$ cat src/rtl/cpu_seq_ctrl.sv
// Multi-cycle FETCH/DECODE/EXEC/MEM/WB sequencer for the RV32I datapath, with a dmem ack timeout trap.
// Define INSTRET_EN to build the retired-instruction counter; otherwise instret is tied to zero.
`timescale 1ns/1ps

module cpu_seq_ctrl #(
    parameter int TIMEOUT = 15,
    parameter int STATE_W = 3
) (
    input  logic               clk,
    input  logic               rst,
    input  logic               run,
    input  logic [6:0]         opcode,
    input  logic               reg_wr_d,
    input  logic               mem_rd_d,
    input  logic               mem_wr_d,
    input  logic               br_en_d,
    input  logic               mem_ack,
    output logic               ir_wr,
    output logic               pc_wr,
    output logic               br_take,
    output logic               reg_wr,
    output logic               mem_rd,
    output logic               mem_wr,
    output logic [STATE_W-1:0] state,
    output logic               busy,
    output logic               halted,
    output logic               trap,
    output logic [31:0]        instret
);

    localparam int CNT_W = (TIMEOUT > 0) ? $clog2(TIMEOUT + 1) : 1;
    localparam logic [CNT_W-1:0] TIMEOUT_C = CNT_W'(TIMEOUT);

    typedef enum logic [STATE_W-1:0] {
        S_IDLE   = 3'd0,
        S_FETCH  = 3'd1,
        S_DECODE = 3'd2,
        S_EXEC   = 3'd3,
        S_MEM    = 3'd4,
        S_WB     = 3'd5,
        S_HALT   = 3'd6,
        S_TRAP   = 3'd7
    } state_t;

    state_t           state_q, state_d;
    logic [CNT_W-1:0] cnt_q, cnt_d;
    logic             opc_legal;
    logic             timeout_hit;

    always_ff @(posedge clk or negedge rst) begin
        if (!rst) begin
            state_q <= S_IDLE;
            cnt_q   <= '0;
        end else begin
            state_q <= state_d;
            cnt_q   <= cnt_d;
        end
    end

    // SYSTEM is in the legal set; DECODE separates it out as the halt request.
    always_comb begin
        case (opcode)
            7'b0110011, 7'b0010011, 7'b0000011, 7'b0100011, 7'b1100011,
            7'b1101111, 7'b1100111, 7'b0110111, 7'b0010111, 7'b1110011:
                opc_legal = 1'b1;
            default:
                opc_legal = 1'b0;
        endcase
    end

    assign timeout_hit = (TIMEOUT != 0) && (cnt_q == TIMEOUT_C);

    always_comb begin
        state_d = state_q;
        cnt_d   = cnt_q;
        ir_wr   = 1'b0;
        pc_wr   = 1'b0;
        br_take = 1'b0;
        reg_wr  = 1'b0;
        mem_rd  = 1'b0;
        mem_wr  = 1'b0;
        case (state_q)
            S_IDLE: begin
                if (run) state_d = S_FETCH;
            end
            S_FETCH: begin
                ir_wr   = 1'b1;
                state_d = S_DECODE;
            end
            S_DECODE: begin
                if (opcode == 7'b1110011) state_d = S_HALT;
                else if (!opc_legal)      state_d = S_TRAP;
                else                      state_d = S_EXEC;
            end
            S_EXEC: begin
                if (mem_rd_d || mem_wr_d) begin
                    state_d = S_MEM;
                    cnt_d   = '0;
                end else begin
                    state_d = S_WB;
                end
            end
            // An ack arriving on the final allowed cycle still completes the access.
            S_MEM: begin
                mem_rd = mem_rd_d;
                mem_wr = mem_wr_d;
                if (mem_ack)          state_d = S_WB;
                else if (timeout_hit) state_d = S_TRAP;
                else                  cnt_d   = cnt_q + CNT_W'(1);
            end
            S_WB: begin
                pc_wr   = 1'b1;
                reg_wr  = reg_wr_d;
                br_take = br_en_d;
                state_d = run ? S_FETCH : S_IDLE;
            end
            S_HALT, S_TRAP: begin
                state_d = state_q;
            end
            default: begin
                state_d = S_IDLE;
            end
        endcase
    end

    assign state  = state_q;
    assign busy   = (state_q == S_FETCH) || (state_q == S_DECODE) || (state_q == S_EXEC) ||
                    (state_q == S_MEM)   || (state_q == S_WB);
    assign halted = (state_q == S_HALT) || (state_q == S_TRAP);
    assign trap   = (state_q == S_TRAP);

`ifdef INSTRET_EN
    logic [31:0] instret_q;

    always_ff @(posedge clk or negedge rst) begin
        if (!rst)                 instret_q <= '0;
        else if (state_q == S_WB) instret_q <= instret_q + 32'd1;
    end

    assign instret = instret_q;
`else
    assign instret = '0;
`endif

endmodule
$ cat config.mk
export PLATFORM = sky130hd
export DESIGN_NAME = cpu_seq_ctrl
export DESIGN_NICKNAME = d
export VERILOG_FILES = /design/src/rtl/cpu_seq_ctrl.sv
export SDC_FILE = /design/constraint.sdc
export NUM_CORES = 1
export LEC_CHECK = 0
export ABC_AREA = 1
export ABC_CLOCK_PERIOD_IN_PS = 2700
export CAP_MARGIN = 30
export CELL_PAD_IN_SITES_DETAIL_PLACEMENT = 1
export CELL_PAD_IN_SITES_GLOBAL_PLACEMENT = 1
export CORE_UTILIZATION = 24
export CTS_BUF_LIST = sky130_fd_sc_hd__clkbuf_8
export DETAILED_ROUTE_END_ITERATION = 8
export HOLD_SLACK_MARGIN = 0.02
export PLACE_DENSITY_LB_ADDON = 0.1
export SLEW_MARGIN = 0
export SYNTH_ARGS = -nofsm -noshare
export SYNTH_HDL_FRONTEND = slang
export SYNTH_SLANG_ARGS = --single-unit
$ cat constraint.sdc
create_clock -name clk -period 2.7 [get_ports clk]
set_clock_uncertainty 0.15 [all_clocks]
set_input_delay 0.405 -clock clk [delete_from_list [all_inputs] [get_ports clk]]
set_output_delay 0.405 -clock clk [all_outputs]
set_load 0.01 [all_outputs]
==> results of run 1 <==
==> per-layer routing <==
metal / vias up / wire length (µm) / track usage, %
li1: 387 / - / -
met1: 351 / 743 / 11.4
met2: 32 / 978 / 19.3
met3: 4 / 163 / 4.33
met4: 0 / 21 / 3.99
met5: - / 0 / 0
==> synth_stat cells, types with 2 or more instances <==
master / instances
o21ai_0: 2
buf_4: 32
dfrtp_1: 7
nand2_1: 31
nand3_1: 12
nor2_1: 15
nand2_2: 2
inv_1: 19
==> through the flow <==
stage | instance area (µm²) | utilization [%] | power, W | cells
final | 1050 | 33.7 | 0.000306 | 203
after global routing | 1050 | 33.7 | 0.000327 | 203
after CTS | 1050 | 33.7 | 0.000313 | 203
after detailed placement | 1010 | 32.2 | 0.000158 | 199
after global placement | 1010 | 32.2 | 0.000157 | 199
after floorplan | 932 | - | 0.000168 | 161
==> report_power, final <==
group / internal [W] / switching (W)
combinational: 0.0000201 / 0.0000313
clock: 0.000100 / 0.0000494
sequential: 0.000105 / 0
total: 0.000226 / 0.0000807
==> cells by family after synthesis <==
logic type / after synthesis
simple gates: 64
fa+ha+maj: 1
xor+xnor: 1
compound gates: 4
flops: 7
buf+inv: 52
other cells: 1
==> worst max path at each step <==
| stage | slack, ns | cells after the start | from | to |
|---|---|---|---|---|
| after global routing | 0.22 | 6 | state[1]$_DFFE_PN0P_ | reg_wr |
| final | 0.41 | 6 | state[1]$_DFFE_PN0P_ | reg_wr |
| after global placement | 0.62 | 4 | mem_rd_d | mem_rd |
| after floorplan | 1.05 | 5 | state[1]$_DFFE_PN0P_ | br_take |
| after detailed placement | 0.60 | 4 | mem_rd_d | mem_rd |
| after CTS | 0.37 | 6 | state[1]$_DFFE_PN0P_ | reg_wr |
==> worst max-delay path: cells and delay by family (launching register included) <==
kind / cells / cell delay (ns)
buf+inv: 3 / 0.76
simple gates: 3 / 0.28
flops: 1 / 0.47
==> cell usage in the layout, fill, tap and decap left out, drive strengths merged <==
cell type	instances
a21oi	1
o21ai	3
clkbuf	3
conb	32
nand4	1
clkinv	1
nand2	33
ha	1
dfrtp	7
clkdlybuf4s50	26
nor2	16
nor3	1
nand3	13
inv	20
xor2	1
==> flip-flops by register name, summed over array words and instances, names as in the netlist <==
name and cells:
state 3, cnt_q 4
==> area by class of cell <==
class,count,area [µm²],share of cell area [%]
multi-input combinational,102,442,41.9
timing repair buffer,26,260,24.7
sequential,7,175,16.6
inverter,20,75.1,7.13
tap,44,55.1,5.23
clock buffer,3,41.3,3.92
clock inverter,1,5.00,0.475
==> results.md, run 1 <==
- Worst Setup Path Type: reg -> out
- DR vias/cell: 3.81
- Library cells used by synthesis: 18
- Proportion of synthesized area in mux cells: 0%
- Drt drc: 0
- Final setup TNS: 0 ns
- R2R setup slack: about 1.2 ns
- Gr ovfl total: 0
- Max-Cap Viols: 0
- Min Hold Slack: roughly 0.29 ns
- Slowest library cell on the worst path: clkdlybuf4s50_1
- Worst reg2reg path endpoint: state[0]$_DFFE_PN0P_
- Synth top area share: 29.4%
- CTS Buffer Depth: 2
- Initial antenna violation count: 0
- DRT Pass-1 Iters: 2
- Top Ports: 59
- CTS resizes: 0
- Tmin final: 2.29 ns
- Critical R2R Launch: state[1]$_DFFE_PN0P_
- Sequential-to-total area share from yosys stat: 21.5%
- Max IR drop VDD: 0.000108 V
- Slowest cell delay on critical path: 0.54 ns
- CTS H-tree lvls: 1
- Post-DR wirelength/cell: 9.39 µm
- ANT nets after route: 0
- FF+latch count, synth: 7
- Crit-path max FO: 8
- Hold_buf cts: 0
- Die Width: 60.3 µm
- Crit path capture type: output pin
- Endpoint arrival time on the critical path: 1.74 ns
- Synthesized area per cell: between 6 and 7 µm²
- Post-Synth Simple-Gate Area: around a third
- Clock slew at reported path FFs: 0.04 ns
- Main combinational cell family by area after synthesis: buffers and inverters
- GRT Total Usage: 10.8%
- Vias: 774
- CTS tree: done
- Post-synthesis adder-cell area fraction: 1.53%
- Post-synth EDFFs: 0
- # diodes: 0
- Final wirelength: 1910 µm
- Yosys warning total: 0
- Startpoint types: register
- Layout cells sized above 1: roughly 5.7%
- Asr flop ratio synth: 100%
- Postcts setup bufs: 0
- Final worst setup slack: about 0.41 ns
- Dominant synthesized flop cell: dfrtp_1
- Layout Area Growth over Synthesis: 29.1%
- Port Buffers: 26
- Post-place setup slack: 0.596 ns
- Core outline area: ~3100 µm²
- Compound-cell area share of the yosys netlist: around 2.5%
- CTS Sinks: 7
- Max-slew violation count: 0
- Die height: 60.3 µm
- Mapped Cells: 130
- CTS root buf: clkbuf_8
- Post-Synthesis Cell Area: 816 µm²
- Synth area leader: buf_4
- Nets: 176
- Period utilisation layout: 85.0%
- Initial core utilization: between 20% and 30%
- Fmax: 436 MHz
- Final GP Congestion: between 0.7 and 0.8
- Pwr Density: 291 nW/µm²
- Dominant cells by area after synthesis: buf_4 (29%), dfrtp_1 (21%), nand2_1 (14%)
- Vias in the first global route: 688
- Min-Delay Path Class: in -> async
- Final Hold Viols: 0
- Status: finished clean
- Post-Synth XOR/XNOR Area: approximately 1.1%
- CTS Buf Count: 3
- FP Rows: 20
- Final setup viols: 0
- Worst endpoint required time: 2.14 ns
- Static Leak: 0.591 nW
- Largest net degree at the start of global routing: 9
- Final HPWL DP: 1610 µm
- Worst path cell trace: inv_1 -> nand2_1 -> nor2_1 -> inv_1 -> nor2_1 -> clkdlybuf4s50_1
- Reg2Reg Depth: 8
- Iter 0 DRT Violations: 20
- Fillcell total: 421
- Die Area: 3640 µm²
- RSZ-0062 raised after global routing: false
- Clock Latency Late Sink: approximately 0.23 ns
- First-pass GRT wire length: slightly below 3000 µm
(Power assumes the default switching activity.)
==> run 2: changes to the inputs <==
Settings changed: ABC_CLOCK_PERIOD_IN_PS 2700 to 2100, CORE_UTILIZATION 24 to 20.
Clock period 2.7 ns to 2.1 ns, I/O delays scaled along.
==> results.md, run 2 (synthesized netlist as in run 1, its figures left out) <==
- Die height: 65.9 µm (+9.2%)
- CTS Sinks: 7 (unchanged)
- Critical R2R Launch: cnt_q[0]$_DFFE_PN0P_
- Final setup viols: 0 (unchanged)
- R2R setup slack: 0.65 ns (-0.57 ns)
- Hold_buf cts: 0 (unchanged)
- Gr ovfl total: 0 (unchanged)
- Startpoint types: register
- CP Launch Point: state[0]$_DFFE_PN0P_
- Drt drc: 0 (unchanged)
- CTS Buffer Depth: 2 (unchanged)
- Slowest library cell on the worst path: clkdlybuf4s50_1
- Final wirelength: 1990 µm (+4.4%)
- Port Buffers: 26 (unchanged)
- Worst endpoint required time: 1.63 ns (-0.51 ns)
- Final cell count without fillers: 211 (+3.9%)
- ANT nets after route: 0 (unchanged)
- Largest net degree at the start of global routing: 9 (unchanged)
- Crit path capture type: output pin
- CTS Buf Count: 3 (unchanged)
- Reg2Reg Depth: 9 (+1)
- Max IR drop VDD: 0.000161 V (+49%)
- Final Cell Area: 1110 µm² (+5.3%)
- Die Area: 4340 µm² (+19%)
- Max-slew violation count: 0 (unchanged)
- Commonest non-fill, non-tap cell in the layout: conb_1
- Layout Area Growth over Synthesis: 36.0%
- CTS root buf: clkbuf_8
- Vias in the first global route: 720 (+4.7%)
- Top Ports: 59 (unchanged)
- Final HPWL DP: 1700 µm (+5.3%)
- CTS H-tree lvls: 1 (unchanged)
- Fillcell total: 496 (+18%)
- Fmax: 497 MHz
- GRT Total Usage: 9.01% (-1.8 points)
- Worst Setup Path Type: reg -> out
- # diodes: 0 (unchanged)
- Post-DR wirelength/cell: 9.44 µm (+0.45%)
- Endpoint arrival time on the critical path: 1.55 ns (-0.19 ns)
- Vias: 792 (+2.3%)
- Die Width: 65.9 µm (+9.2%)
- Static Leak: 0.654 nW (+11%)
- Initial core utilization: 21.5% (-4.6 points)
- Most flops, register: cnt_q
- First-pass GRT wire length: 3060 µm (+5.9%)
- Slowest cell delay on critical path: 0.54 ns (about the same)
- Core outline area: 3800 µm² (+21%)
- Post-DP Area: 1030 µm² (+2.0%)
- CTS tree: done
- Max-Cap Viols: 0 (unchanged)
- Worst reg2reg path endpoint: state[0]$_DFFE_PN0P_
- Final GP Congestion: 0.748 (+1.7%)
- DRT Pass-1 Iters: 4 (+2)
- FP Rows: 22 (+10%)
- Min-Delay Path Class: in -> async
- Status: finished clean
- DR vias/cell: 3.75 (-1.6%)
- Pwr Density: 353 nW/µm² (+21%)
- Clock slew at reported path FFs: 0.04 ns (about the same)
- Clock Latency Late Sink: 0.23 ns (about the same)
- Tmin final: approximately 2.0 ns
- Layout cells sized above 1: 11.7% (+6.0 points)
- Dpl cells: 205 (+3.0%)
- Initial antenna violation count: 0 (unchanged)
- Nets: 180 (+2.3%)
- Commonest cells after routing, fill and taps aside: conb_1 (32), nand2_1 (30), clkdlybuf4s50_1 (22)
- Worst path cell trace: inv_1 -> buf_4 -> nor2_1 -> clkdlybuf4s50_1
- Max reg flops: 4 (unchanged)
- Period utilisation layout: around 96%
- Iter 0 DRT Violations: 24 (+20%)
- Final Hold Viols: 0 (unchanged)
- Crit-path max FO: 7 (-1)
-- run 2: changes by cell type in the layout (fill, tap and decap cells not counted), sizes merged --
cell,change
clkdlybuf4s50,-4
dlymetal6s2s,+2
dlygate4sd2,+2
buf,+4
-- run 2: stage by stage --
step | total power, W | hold WS (ns) | setup TNS, ns | utilization, % | setup slack [ns]
2_1_floorplan | 0.000215 | -0.131 | 0 | - | 0.544
3_3_place_gp | 0.000202 | 0.379 | 0 | 27.0 | 0.189
3_5_place_dp | 0.000203 | 0.398 | 0 | 27.0 | 0.170
4_1_cts | 0.000395 | 0.213 | 0 | 28.3 | 0.0150
5_1_grt | 0.000415 | 0.220 | -0.00530 | 29.2 | -0.00530
6_report | 0.000392 | 0.199 | 0 | 29.2 | 0.0881
-- run 2: worst max-delay path by stage --
stage	cells after the start	slack [ns]	to
6_report	4	0.09	trap
5_1_grt	5	-0.005	busy
4_1_cts	4	0.01	mem_rd
3_5_place_dp	6	0.17	br_take
3_3_place_gp	4	0.19	mem_rd
2_1_floorplan	5	0.54	br_take
-- run 2: final cells by class --
cell class                 instances  area [µm²]  share of cell area, %
inverter                          20        75.1                   6.76
timing repair buffer              30         293                   26.4
multi-input combinational        102         457                   41.2
clock inverter                     1        5.00                  0.451
sequential                         7         179                   16.1
clock buffer                       3        41.3                   3.72
tap                               48        60.1                   5.41
-- run 2: power by group --
part / total (W) / switching (W) / internal [W] / leakage [nW]
Sequential: 0.000135 / 0 / 0.000135 / 0.0812
Clock: 0.000190 / 0.0000615 / 0.000129 / 0.0255
Combinational: 0.0000661 / 0.0000403 / 0.0000258 / 0.547
-- run 2: what timing repair did --
item,4_1_cts,5_1_grt
setup buffers,0,2
endpoints found under the setup margin,3,5
resized for setup,5,7
-- run 2: metal layers --
layer  up-vias  GRT usage, %  wire length [µm]
li1        394             -                 -
met1       370          10.6               808
met2        28          16.7              1060
met3         0          2.76               127
met4         0             0                 0
met5         -             0                 0
-- run 2: critical path: cells and delay by family (launching register included) --
kind,cells,cell delay [ns]
and+or+nand+nor,1,0.10
DFF,1,0.45
buffers and inverters,3,0.77
==> run 3: changes to the inputs <==
Settings changed: ABC_AREA 1 to default, CORE_UTILIZATION 20 to 21.
==> results.md, run 3 <==
- Final wirelength: 1960 µm (-1.8%)
- Final HPWL DP: 1490 µm (-13%)
- Final worst setup slack: 0.0522 ns (-0.0359 ns)
- Fmax: 488 MHz (-1.8%)
- Endpoint arrival time on the critical path: 1.58 ns (+0.03 ns)
- Post-synth top cells: buf_4 (32), dfrtp_1 (7), and3_1 (5), nand2_1 (5), nand3_1 (4)
- Post-place setup slack: 0.155 ns (-0.0141 ns)
- FF+latch count, synth: 7 (unchanged)
- Slowest cell delay on critical path: 0.53 ns (about the same)
- Asr flop ratio synth: 100% (unchanged)
- Initial core utilization: 22.6% (+1.1 points)
- Synth area leader: buf_4
- Crit path capture type: output pin
- Status: finished clean
- Core outline area: 3440 µm² (-9.4%)
- CTS Sinks: 7 (unchanged)
- Max IR drop VDD: 0.000182 V (+13%)
- Most flops, register: cnt_q
- Gr ovfl total: 0 (unchanged)
- Layout cells sized above 1: 14.8% (+3.2 points)
- Period utilisation layout: 97.5% (+1.7 points)
- Mapped Cells: 93 (-28%)
- Worst endpoint required time: 1.63 ns (about the same)
- Max-slew violation count: 0 (unchanged)
- Vias in the first global route: 678 (-5.8%)
- CTS Buf Count: 3 (unchanged)
- Reg2Reg Depth: 5 (-4)
- Iter 0 DRT Violations: 13 (-46%)
- CTS root buf: clkbuf_8
- Vias: 684 (-14%)
- Post-Synthesis Cell Area: 778 µm² (-4.6%)
- Pwr Density: 356 nW/µm² (+0.88%)
- Clock slew at reported path FFs: 0.04 ns (about the same)
- Static Leak: 0.555 nW (-15%)
- Commonest non-fill, non-tap cell in the layout: conb_1
- Top Ports: 59 (unchanged)
- Nets: 145 (-19%)
- Die height: 62.9 µm (-4.5%)
- Synth top area share: 30.9% (+1.4 points)
- Synthesized area per cell: 8.37 µm² (+33%)
- CTS H-tree lvls: 1 (unchanged)
- Dominant cells by area after synthesis: buf_4 (31%), dfrtp_1 (23%), and3_1 (4.0%)
- Drt drc: 0 (unchanged)
- CTS tree: done
- Layout Area Growth over Synthesis: 40.0%
- Post-synth EDFFs: 0 (unchanged)
- Sequential-to-total area share from yosys stat: 22.5% (+1.0 points)
- # diodes: 0 (unchanged)
- ANT nets after route: 0 (unchanged)
- Max reg flops: 4 (unchanged)
- Initial antenna violation count: 0 (unchanged)
- Min-Delay Path Class: in -> async
- Die Width: 62.9 µm (-4.5%)
- GRT Total Usage: 9.65% (+0.64 points)
- Max-Cap Viols: 0 (unchanged)
- Die Area: 3950 µm² (-8.9%)
- Final setup viols: 0 (unchanged)
- Library cells used by synthesis: 33 (+15)
- Tmin final: 2.05 ns (+0.0359 ns)
- Clock Latency Late Sink: 0.23 ns (about the same)
- Dominant synthesized flop cell: dfrtp_1
- RSZ-0062 raised after global routing: true
- Final Hold Viols: 0 (unchanged)
- Commonest cells after routing, fill and taps aside: conb_1 (32), clkdlybuf4s50_1 (25), and3_1 (5), nand2_1 (5), buf_4 (5)
- First-pass GRT wire length: 3060 µm (-0.23%)
- Utilization after layout: 31.7% (+2.4 points)
- Worst Setup Path Type: reg -> out
- Crit-path max FO: 6 (-1)
- Worst path cell trace: nor3b_4 -> and2_1 -> clkdlybuf4s50_1
- Largest net degree at the start of global routing: 10 (+1)
- DRT Pass-1 Iters: 3 (-1)
- Post-DR wirelength/cell: 11.2 µm (+19%)
- Startpoint types: register
- Port Buffers: 26 (unchanged)
- Final GP Congestion: 0.672 (-10%)
- Slowest library cell on the worst path: clkdlybuf4s50_1
- Final setup TNS: 0 ns (unchanged)
- Yosys warning total: 0 (unchanged)
- DR vias/cell: 3.93 (+4.7%)
- Hold_buf cts: 0 (unchanged)
- Most frequent cell after synthesis: buf_4
- FP Rows: 21 (-4.5%)
- CTS Buffer Depth: 2 (unchanged)
run 3: kinds of logic after synthesis:
logic type	synth area share (%)
buffers and inverters	32.8
AND/OR/NAND/NOR	28.9
AO/OA/AOI/OAI	13.7
flip-flops	22.5
adder cells (fa/ha/maj)	1.61
other	0.482
run 3: routing by layer:
layer	track usage [%]	part of all wire (%)	vias to the layer above
met5	0	0	-
met4	1.74	0.72	0
met3	3.83	7.9	2
met2	17.9	49	36
met1	10.2	42	314
li1	-	-	332
run 3: worst paths after layout:
kind | from | to | slack, ns
min in group clk | cnt_q[0]$_DFFE_PN0P_ | cnt_q[0]$_DFFE_PN0P_ | 0.38
max in group asynchronous | rst | state[1]$_DFFE_PN0P_ | 1.31
worst min-delay path | rst | cnt_q[3]$_DFFE_PN0P_ | 0.21
worst max-delay path | state[1]$_DFFE_PN0P_ | mem_rd | 0.05
worst max register to register | state[0]$_DFFE_PN0P_ | cnt_q[3]$_DFFE_PN0P_ | 0.26
worst min register to register | cnt_q[0]$_DFFE_PN0P_ | cnt_q[0]$_DFFE_PN0P_ | 0.38
run 3: repair_timing:
action / in CTS / in global routing
setup buffers: 3 / 3
resized for setup: 4 / 3
pin swaps: 0 / 1
setup endpoints to repair: 8 / 6
gates cloned: 0 / 0
run 3: layout make-up:
class / count / area, µm²
clock inverters: 1 / 3.75
well taps: 46 / 57.6
clock buffers: 3 / 41.3
repair buffers: 33 / 325
flip-flops and latches: 7 / 179
multi-input cells: 81 / 472
inverters: 3 / 11.3
fillers: 445 / 2350
run 3: power breakdown:
part	switching [W]	total [W]	internal, W
registers	0	0.000135	0.000135
clock network	0.0000610	0.000188	0.000127
logic	0.0000380	0.0000649	0.0000269
run 3: critical path, delay by kind of cell, from the launching register on:
| kind | cells | cell delay [ns] |
|---|---|---|
| flops | 1 | 0.47 |
| simple gates | 2 | 0.37 |
| buf+inv | 1 | 0.53 |
run 3: metrics by stage:
stage / area, µm² / power [W] / hold slack [ns] / cells
finish: 1090 / 0.000388 / 0.212 / 174
global route: 1090 / 0.000407 / 0.242 / 174
CTS: 1050 / 0.000397 / 0.227 / 171
detailed placement: 976 / 0.000202 / 0.375 / 164
global placement: 976 / 0.000201 / 0.375 / 164
floorplan: 895 / 0.000212 / -0.131 / 124
